<file path="src/rtl/axi4lite_master.sv">
// AXI4-Lite master bridge: turns a single-beat request/response port into
// one AXI4-Lite read or write transaction at a time.

package axi4lite_pkg;
  localparam int AXI_ADDR_WIDTH = 32;
  localparam int AXI_DATA_WIDTH = 32;
  localparam int AXI_STRB_WIDTH = 4;

  localparam logic [1:0] AXI_RESP_OKAY   = 2'b00;
  localparam logic [1:0] AXI_RESP_EXOKAY = 2'b01;
  localparam logic [1:0] AXI_RESP_SLVERR = 2'b10;
  localparam logic [1:0] AXI_RESP_DECERR = 2'b11;
endpackage

module axi4lite_master
  import axi4lite_pkg::*;
(
  input  logic                      clk,
  input  logic                      rst,
  // Request / response port
  input  logic                      req_valid,
  output logic                      req_ready,
  input  logic [AXI_ADDR_WIDTH-1:0] req_addr,
  input  logic                      req_we,
  input  logic [AXI_DATA_WIDTH-1:0] req_wdata,
  input  logic [AXI_STRB_WIDTH-1:0] req_wstrb,
  output logic                      resp_valid,
  output logic [AXI_DATA_WIDTH-1:0] resp_rdata,
  output logic                      resp_err,
  output logic                      busy,
  // AXI4-Lite write address channel
  output logic [AXI_ADDR_WIDTH-1:0] m_axi_awaddr,
  output logic                      m_axi_awvalid,
  input  logic                      m_axi_awready,
  // AXI4-Lite write data channel
  output logic [AXI_DATA_WIDTH-1:0] m_axi_wdata,
  output logic [AXI_STRB_WIDTH-1:0] m_axi_wstrb,
  output logic                      m_axi_wvalid,
  input  logic                      m_axi_wready,
  // AXI4-Lite write response channel
  input  logic [1:0]                m_axi_bresp,
  input  logic                      m_axi_bvalid,
  output logic                      m_axi_bready,
  // AXI4-Lite read address channel
  output logic [AXI_ADDR_WIDTH-1:0] m_axi_araddr,
  output logic                      m_axi_arvalid,
  input  logic                      m_axi_arready,
  // AXI4-Lite read data channel
  input  logic [AXI_DATA_WIDTH-1:0] m_axi_rdata,
  input  logic [1:0]                m_axi_rresp,
  input  logic                      m_axi_rvalid,
  output logic                      m_axi_rready
);

  typedef enum logic [2:0] {
    IDLE    = 3'd0,
    WR_REQ  = 3'd1,
    WR_RESP = 3'd2,
    RD_REQ  = 3'd3,
    RD_RESP = 3'd4
  } state_e;

  state_e                    state;
  logic [AXI_ADDR_WIDTH-1:0] addr_q;
  logic [AXI_DATA_WIDTH-1:0] wdata_q;
  logic [AXI_STRB_WIDTH-1:0] wstrb_q;
  logic                      aw_done;
  logic                      w_done;

  logic aw_hs;
  logic w_hs;
  logic aw_done_nxt;
  logic w_done_nxt;
  logic bresp_err;
  logic rresp_err;

  // AW and W complete independently; *_nxt folds in a handshake happening now
  // so that both finishing in the same cycle still moves on to WR_RESP.
  assign aw_hs       = m_axi_awvalid && m_axi_awready;
  assign w_hs        = m_axi_wvalid && m_axi_wready;
  assign aw_done_nxt = aw_done || aw_hs;
  assign w_done_nxt  = w_done || w_hs;

  // Error flag is resp[1] (SLVERR or DECERR); EXOKAY counts as success.
  assign bresp_err = (m_axi_bresp == AXI_RESP_SLVERR) || (m_axi_bresp == AXI_RESP_DECERR);
  assign rresp_err = (m_axi_rresp == AXI_RESP_SLVERR) || (m_axi_rresp == AXI_RESP_DECERR);

  // Only IDLE accepts work, and nothing is accepted while reset is applied.
  assign req_ready = (state == IDLE) && !rst;
  assign busy      = (state != IDLE);

  // Payloads come straight from the latched request, so they stay stable
  // for as long as the matching valid is high.
  assign m_axi_awaddr = addr_q;
  assign m_axi_araddr = addr_q;
  assign m_axi_wdata  = wdata_q;
  assign m_axi_wstrb  = wstrb_q;

  // Transaction FSM with registered AXI handshake outputs and response pulse.
  // NOTE: every register here uses <= so all of them update together from
  // the values seen before the edge; blocking = would leak new values into
  // later statements of the same block.
  always_ff @(posedge clk) begin
    if (rst) begin
      state         <= IDLE;
      addr_q        <= '0;
      wdata_q       <= '0;
      wstrb_q       <= '0;
      aw_done       <= 1'b0;
      w_done        <= 1'b0;
      m_axi_awvalid <= 1'b0;
      m_axi_wvalid  <= 1'b0;
      m_axi_bready  <= 1'b0;
      m_axi_arvalid <= 1'b0;
      m_axi_rready  <= 1'b0;
      resp_valid    <= 1'b0;
      resp_rdata    <= '0;
      resp_err      <= 1'b0;
    end else begin
      resp_valid <= 1'b0;
      case (state)
        IDLE: begin
          if (req_valid) begin
            addr_q  <= req_addr;
            wdata_q <= req_wdata;
            wstrb_q <= req_wstrb;
            if (req_we) begin
              m_axi_awvalid <= 1'b1;
              m_axi_wvalid  <= 1'b1;
              aw_done       <= 1'b0;
              w_done        <= 1'b0;
              state         <= WR_REQ;
            end else begin
              m_axi_arvalid <= 1'b1;
              state         <= RD_REQ;
            end
          end
        end

        WR_REQ: begin
          if (aw_hs) m_axi_awvalid <= 1'b0;
          if (w_hs)  m_axi_wvalid  <= 1'b0;
          aw_done <= aw_done_nxt;
          w_done  <= w_done_nxt;
          if (aw_done_nxt && w_done_nxt) begin
            m_axi_bready <= 1'b1;
            state        <= WR_RESP;
          end
        end

        WR_RESP: begin
          if (m_axi_bvalid) begin
            m_axi_bready <= 1'b0;
            resp_valid   <= 1'b1;
            resp_rdata   <= '0;
            resp_err     <= bresp_err;
            state        <= IDLE;
          end
        end

        RD_REQ: begin
          if (m_axi_arready) begin
            m_axi_arvalid <= 1'b0;
            m_axi_rready  <= 1'b1;
            state         <= RD_RESP;
          end
        end

        RD_RESP: begin
          if (m_axi_rvalid) begin
            m_axi_rready <= 1'b0;
            resp_valid   <= 1'b1;
            resp_rdata   <= m_axi_rdata;
            resp_err     <= rresp_err;
            state        <= IDLE;
          end
        end

        default: state <= IDLE;
      endcase
    end
  end

endmodule

</file>
<file path="config.mk">
export PLATFORM = sky130hd
export DESIGN_NAME = axi4lite_master
export DESIGN_NICKNAME = d
export VERILOG_FILES = /design/src/rtl/axi4lite_master.sv
export SDC_FILE = /design/constraint.sdc
export NUM_CORES = 1
export LEC_CHECK = 0
export ABC_CLOCK_PERIOD_IN_PS = 1900
export BUFFER_PORTS_ARGS = -buffer_cell sky130_fd_sc_hd__buf_2
export CORE_MARGIN = 2
export CORE_UTILIZATION = 40
export CTS_CLUSTER_DIAMETER = 30
export CTS_CLUSTER_SIZE = 25
export DETAILED_ROUTE_END_ITERATION = 6
export PLACE_DENSITY_LB_ADDON = 0.3
export SLEW_MARGIN = 20
export SYNTH_ARGS = -nofsm -noshare
export SYNTH_HDL_FRONTEND = slang
export SYNTH_SLANG_ARGS = --single-unit
export TNS_END_PERCENT = 100
</file>
<file path="constraint.sdc">
create_clock -name clk -period 1.9 [get_ports clk]
set_input_delay 0.38 -clock clk [delete_from_list [all_inputs] [get_ports clk]]
set_output_delay 0.38 -clock clk [all_outputs]
set_load 0.01 [all_outputs]
</file>
== After elaboration in Yosys (flattened, before gate mapping) ==
Index checks and enable logic that the tools add are counted.

* Eq/ne operators: 17
* Muxes and demuxes: 36
* Reduce and logical (&&, ||, !) cells: 25

{| class="wikitable"
|+ Operators by type and width
! kind !! count
|-
| 2-to-1 mux 32 bit || 2
|-
| one-hot mux 32 bit (2 select lines) || 1
|-
| inequality test 2 bit (second input constant) || 9
|-
| one-hot mux 1 bit (2 select lines) || 9
|-
| 2-to-1 mux 1 bit || 17
|-
| 2-to-1 mux 3 bit || 5
|-
| one-hot mux 3 bit (5 select lines) || 1
|-
| AND reduction 3 bit || 4
|-
| AND reduction 4 bit || 3
|-
| nonzero test 2 bit || 5
|-
| == test 2 bit (second input constant) || 4
|-
| == test 3 x 2 -> 1 bit (second input constant) || 2
|-
| AND reduction 5 bit || 1
|-
| logical AND 1 bit || 4
|-
| logical OR 1 bit || 4
|-
| == test 3 x 1 -> 1 bit (second input constant) || 1
|-
| == test 3 bit (second input constant) || 1
|-
| zero test 3 bit || 1
|-
| nonzero test 3 bit || 1
|-
| 2-to-1 mux 2 bit || 1
|-
| AND reduction 2 bit || 1
|-
| zero test 1 bit || 1
|}

* Flip-flop bits (word level): 112
* Logic and storage cells: 92

== Longest topological paths before layout ==
* Depth in word-level cells: 5
* Gate-level depth with buffers: 6
* Depth with buffers taken out: 3

== Least setup slack after synthesis ==
No wires, ideal clock.

* Path kind: reg2reg
* Start: register state[0]
* End: register aw_done
* Slack: 455 ps
* Path buffers: 2
* Arrival time: 1,312 ps
* Stages on the path, launching flop included: 6
* Cell sequence: dfxtp_1 > or4b_1 > clkbuf_1 > buf_2 > o21ai_1 > a21oi_1

* Cells in the longest elaborated chain, start to end: 3
* Elaborated cells between the ends (all ways): 7
* Those cells by class: 3 x eq/ne; 1 x mux; 3 x reduce/logical

{| class="wikitable"
|+ RTL lines
! what !! line !! RTL
|-
| start: declaration || 63 || <nowiki>state_e state;</nowiki>
|-
| start signal: assignment || 105 || <nowiki>state <= IDLE;</nowiki>
|-
| start signal: assignment || 132 || <nowiki>state <= WR_REQ;</nowiki>
|-
| start signal: assignment || 135 || <nowiki>state <= RD_REQ;</nowiki>
|-
| == test 3 x 1 -> 1 bit / zero test 3 bit (equally long branches) || 121 || <nowiki>case (state)</nowiki>
|-
| nonzero test 2 bit (no source line) / inequality test 2 bit (equally long branches) || -- ||
|-
| AND reduction 3 bit (no source line) || -- ||
|-
| end signal: assignment || 143 || <nowiki>aw_done <= aw_done_nxt;</nowiki>
|-
| end: declaration || 67 || <nowiki>logic aw_done;</nowiki>
|}

Parallel ways exist; a longest one is shown, timed or not.
A chain may end at the register's enable or synchronous reset.

== Final worst setup path ==
* Start: register state[2]
* End: output port busy

* Cells in the longest elaborated chain, start to end: 1

{| class="wikitable"
|+ RTL lines
! what !! line !! RTL
|-
| nonzero test 3 bit || 90 || <nowiki>assign busy = (state != IDLE);</nowiki>
|-
| end: declaration || 30 || <nowiki>output logic busy,</nowiki>
|}

Every way passes these cells.

==> results by group <==
Outcome
  • Status: completed

Logic synthesis
  • Synth async-reset ratio: 0%
  • Post-Syn Area per Cell: about 8.4 um2
  • YS warnings: 0
  • Seq/Total Area, Yosys: between 40% and 50%
  • Post-Syn Instances: between 500 and 600
  • Prevailing post-synth register cell: dfxtp_1
  • Synth cell types: 39
  • Cell Area, Synth: ~4500 um2
  • Syn_nets: 653
  • Number of synthesized flops with an enable pin: 0
  • Seq cells post-synth: ~110

GRT
  • First-pass GRT wire length: between 15 and 20 mm
  • Largest net degree at the start of global routing: between 70 and 80
  • Vias in the first global route: ~4.0k
  • GRT overflow: 0
  • Initial antenna violation count: 0
  • GRT Util Overall: 19.0%

Timing
  • Pin slew with the least headroom to its limit: ~0.55 ns
  • Final Max Slew Viols: 0
  • Unrepaired setup endpoints after global routing: false
  • Tmin final: around 1.7 ns
  • Worst rel slew slack: a little over three fifths
  • Setup violations, final: 0
  • Max Fclk: ~570 MHz
  • Final Hold Viols: 0
  • Fin Setup TNS: 0 ns
  • Period utilization: roughly nine tenths
  • Setup Skew: ~0.0037 ns

Floorplanning
  • Row cnt: 38
  • Die H: about 110 um
  • Die footprint: 12200 um2
  • Initial core utilization: between 40% and 50%
  • I/O pins: around 250
  • CORE AREA: between 10000 and 15000 um2
  • Die width: around 110 um

Power
  • Leakage Power: approximately 2.8 nW
  • Peak VDD IR: between 0.0005 and 0.0006 V
  • Power Dens Cells: ~880 nW/um2

Place
  • Placed inst area: approximately 5600 um2
  • HPWL Detailed: roughly 9 mm
  • PortBufs: between 200 and 300
  • Routability congestion estimate: 0.777

Critical path
  • WP data required: ~1.5 ns
  • WS Path Type: reg -> out
  • Crit. End Element: output pin
  • Startpoint types: flop
  • Critical Path Fanout Max: 12
  • Arrival time at the worst endpoint: between 1 and 1.5 ns

Routing
  • Initial DRC Count: approximately 260
  • First-pass DRT Iterations: 4
  • Routed len/inst: approximately 14 um
  • Final ANT Viol Nets: 0
  • Vias post-DR: 4427
  • Residual DRC: 0
  • Final wirelength: 12.4 mm
  • Vias per cell: a little over 5

Finish
  • Area grow syn2layout: 29.7%
  • Share of cells above drive strength 1: roughly two fifths
  • Final-layout fill cell count: 1066
  • Final Instance Area: 5880 um2
  • Post-route core utilization: around 54%
  • Final #Nets: 849
  • Antenna cell count: 0

Clock tree
  • Post-CTS resize count: 0
  • Clock latency on the worst-skew pair: approximately 0.34 ns
  • Number of setup buffers added after CTS: 0
  • CTS H-tree depth: 3
  • Clock buffer depth: 2
  • Register clock-pin slew on the reported worst setup and hold paths: 0.07 ns
  • Total clock buffers created by CTS: 9
  • CTS Hold Bufs: 0
  • # clock sinks: 112
  • TritonCTS clock tree: done
  • CTS root buf: clkbuf_16

Min path
  • Worst min path class: in -> reg

Flow run
  • Maxcap violations: 0
registers in the layout, indices dropped and copies added (netlist names), 3 cells and up:
signal,flops
resp_rdata,32
m_axi_wdata,32
state,3
m_axi_wstrb,4
m_axi_araddr,32
worst max-delay path, cell delays in order, from the launching register on:
cell and delay (ns):
dfxtp_1 0.31, buf_4 0.18, or3_1 0.38, buf_2 0.15
Yosys cell counts (2+ instances only):
| cell type | count | area [um2] |
|---|---|---|
| dfxtp_1 | 112 | 2240 |
| buf_4 | 35 | 263 |
| a21bo_1 | 2 | 20.0 |
| a21oi_1 | 105 | 526 |
| o211ai_1 | 32 | 240 |
| o21ai_1 | 2 | 10.0 |
| nand2_1 | 138 | 518 |
| buf_6 | 8 | 90.1 |
| nand4bb_1 | 2 | 22.5 |
| nand3_1 | 34 | 170 |
| inv_1 | 2 | 7.51 |
| nand2b_1 | 2 | 12.5 |
| a21o_1 | 2 | 15.0 |
| nor4_1 | 2 | 12.5 |
| clkbuf_1 | 20 | 75.1 |
| buf_1 | 3 | 11.3 |
| buf_2 | 15 | 75.1 |
| a21oi_2 | 3 | 26.3 |
logic make-up (layout without fill, tap and decap cells):
family	count (synthesis)	after routing	synth area share (%)
compound gates	153	153	19.7
buf+inv	83	283	11.5
flops	112	112	49.4
mux	2	2	0.469
simple gates	190	190	18.9
final cells by class:
cell class	instances	area, um2	area share, %
inverters	2	7.51	0.128
repair buffers	266	1400	23.7
clock inverters	3	17.5	0.298
multi-input cells	345	1790	30.4
well taps	140	175	2.98
flip-flops and latches	112	2240	38.1
clock buffers	12	256	4.36
path summary, 6_finish.rpt:
kind,start,end,slack (ns),cells past startpoint
hold / removal,req_wdata[24],m_axi_wdata[24],0.27,3
hold reg to reg,m_axi_wdata[20],m_axi_wdata[20],0.45,2
setup / recovery,state[2],busy,0.16,3
setup reg to reg,state[2],m_axi_wdata[25],0.28,4
placed cells by master (no fill, tap or decap), types with 2 or more instances in the layout:
master	n
o211ai_1	32
buf_4	14
clkinv_2	2
o21ai_1	2
a21o_1	2
nand4bb_1	2
a21oi_1	105
buf_2	250
a21oi_2	3
a21bo_1	2
dfxtp_1	112
nand2b_1	2
inv_1	2
nor4_1	2
buf_12	2
clkbuf_16	9
nand3_1	34
nand2_1	138
clkbuf_8	2
stage by stage:
stage	std cells	setup slack, ns	hold slack (ns)	power (mW)
after global placement	865	0.173	0.440	3.48
after CTS	880	0.143	0.258	5.26
after global routing	880	0.112	0.270	5.43
after floorplan	540	0.455	0.455	3.19
final	880	0.161	0.273	5.18
after detailed placement	865	0.153	0.445	3.50
per-layer routing:
| metal | vias to the layer above | track usage (%) | part of all wire [%] |
|---|---|---|---|
| met5 | - | 0 | 0 |
| met4 | 0 | 7.75 | 2.2 |
| met3 | 20 | 5.16 | 8.1 |
| met2 | 191 | 32.6 | 49 |
| met1 | 2018 | 22.5 | 41 |
| li1 | 2198 | - | - |
where the power goes:
part	internal (mW)	leakage, nW	switching (mW)	total [mW]
Combinational	0.361	1.70	0.522	0.883
Sequential	2.48	0.913	0.0740	2.56
Clock	0.950	0.134	0.796	1.75
Total	3.79	2.75	1.39	5.18
Note: power is estimated with default switching activity, not from simulation.
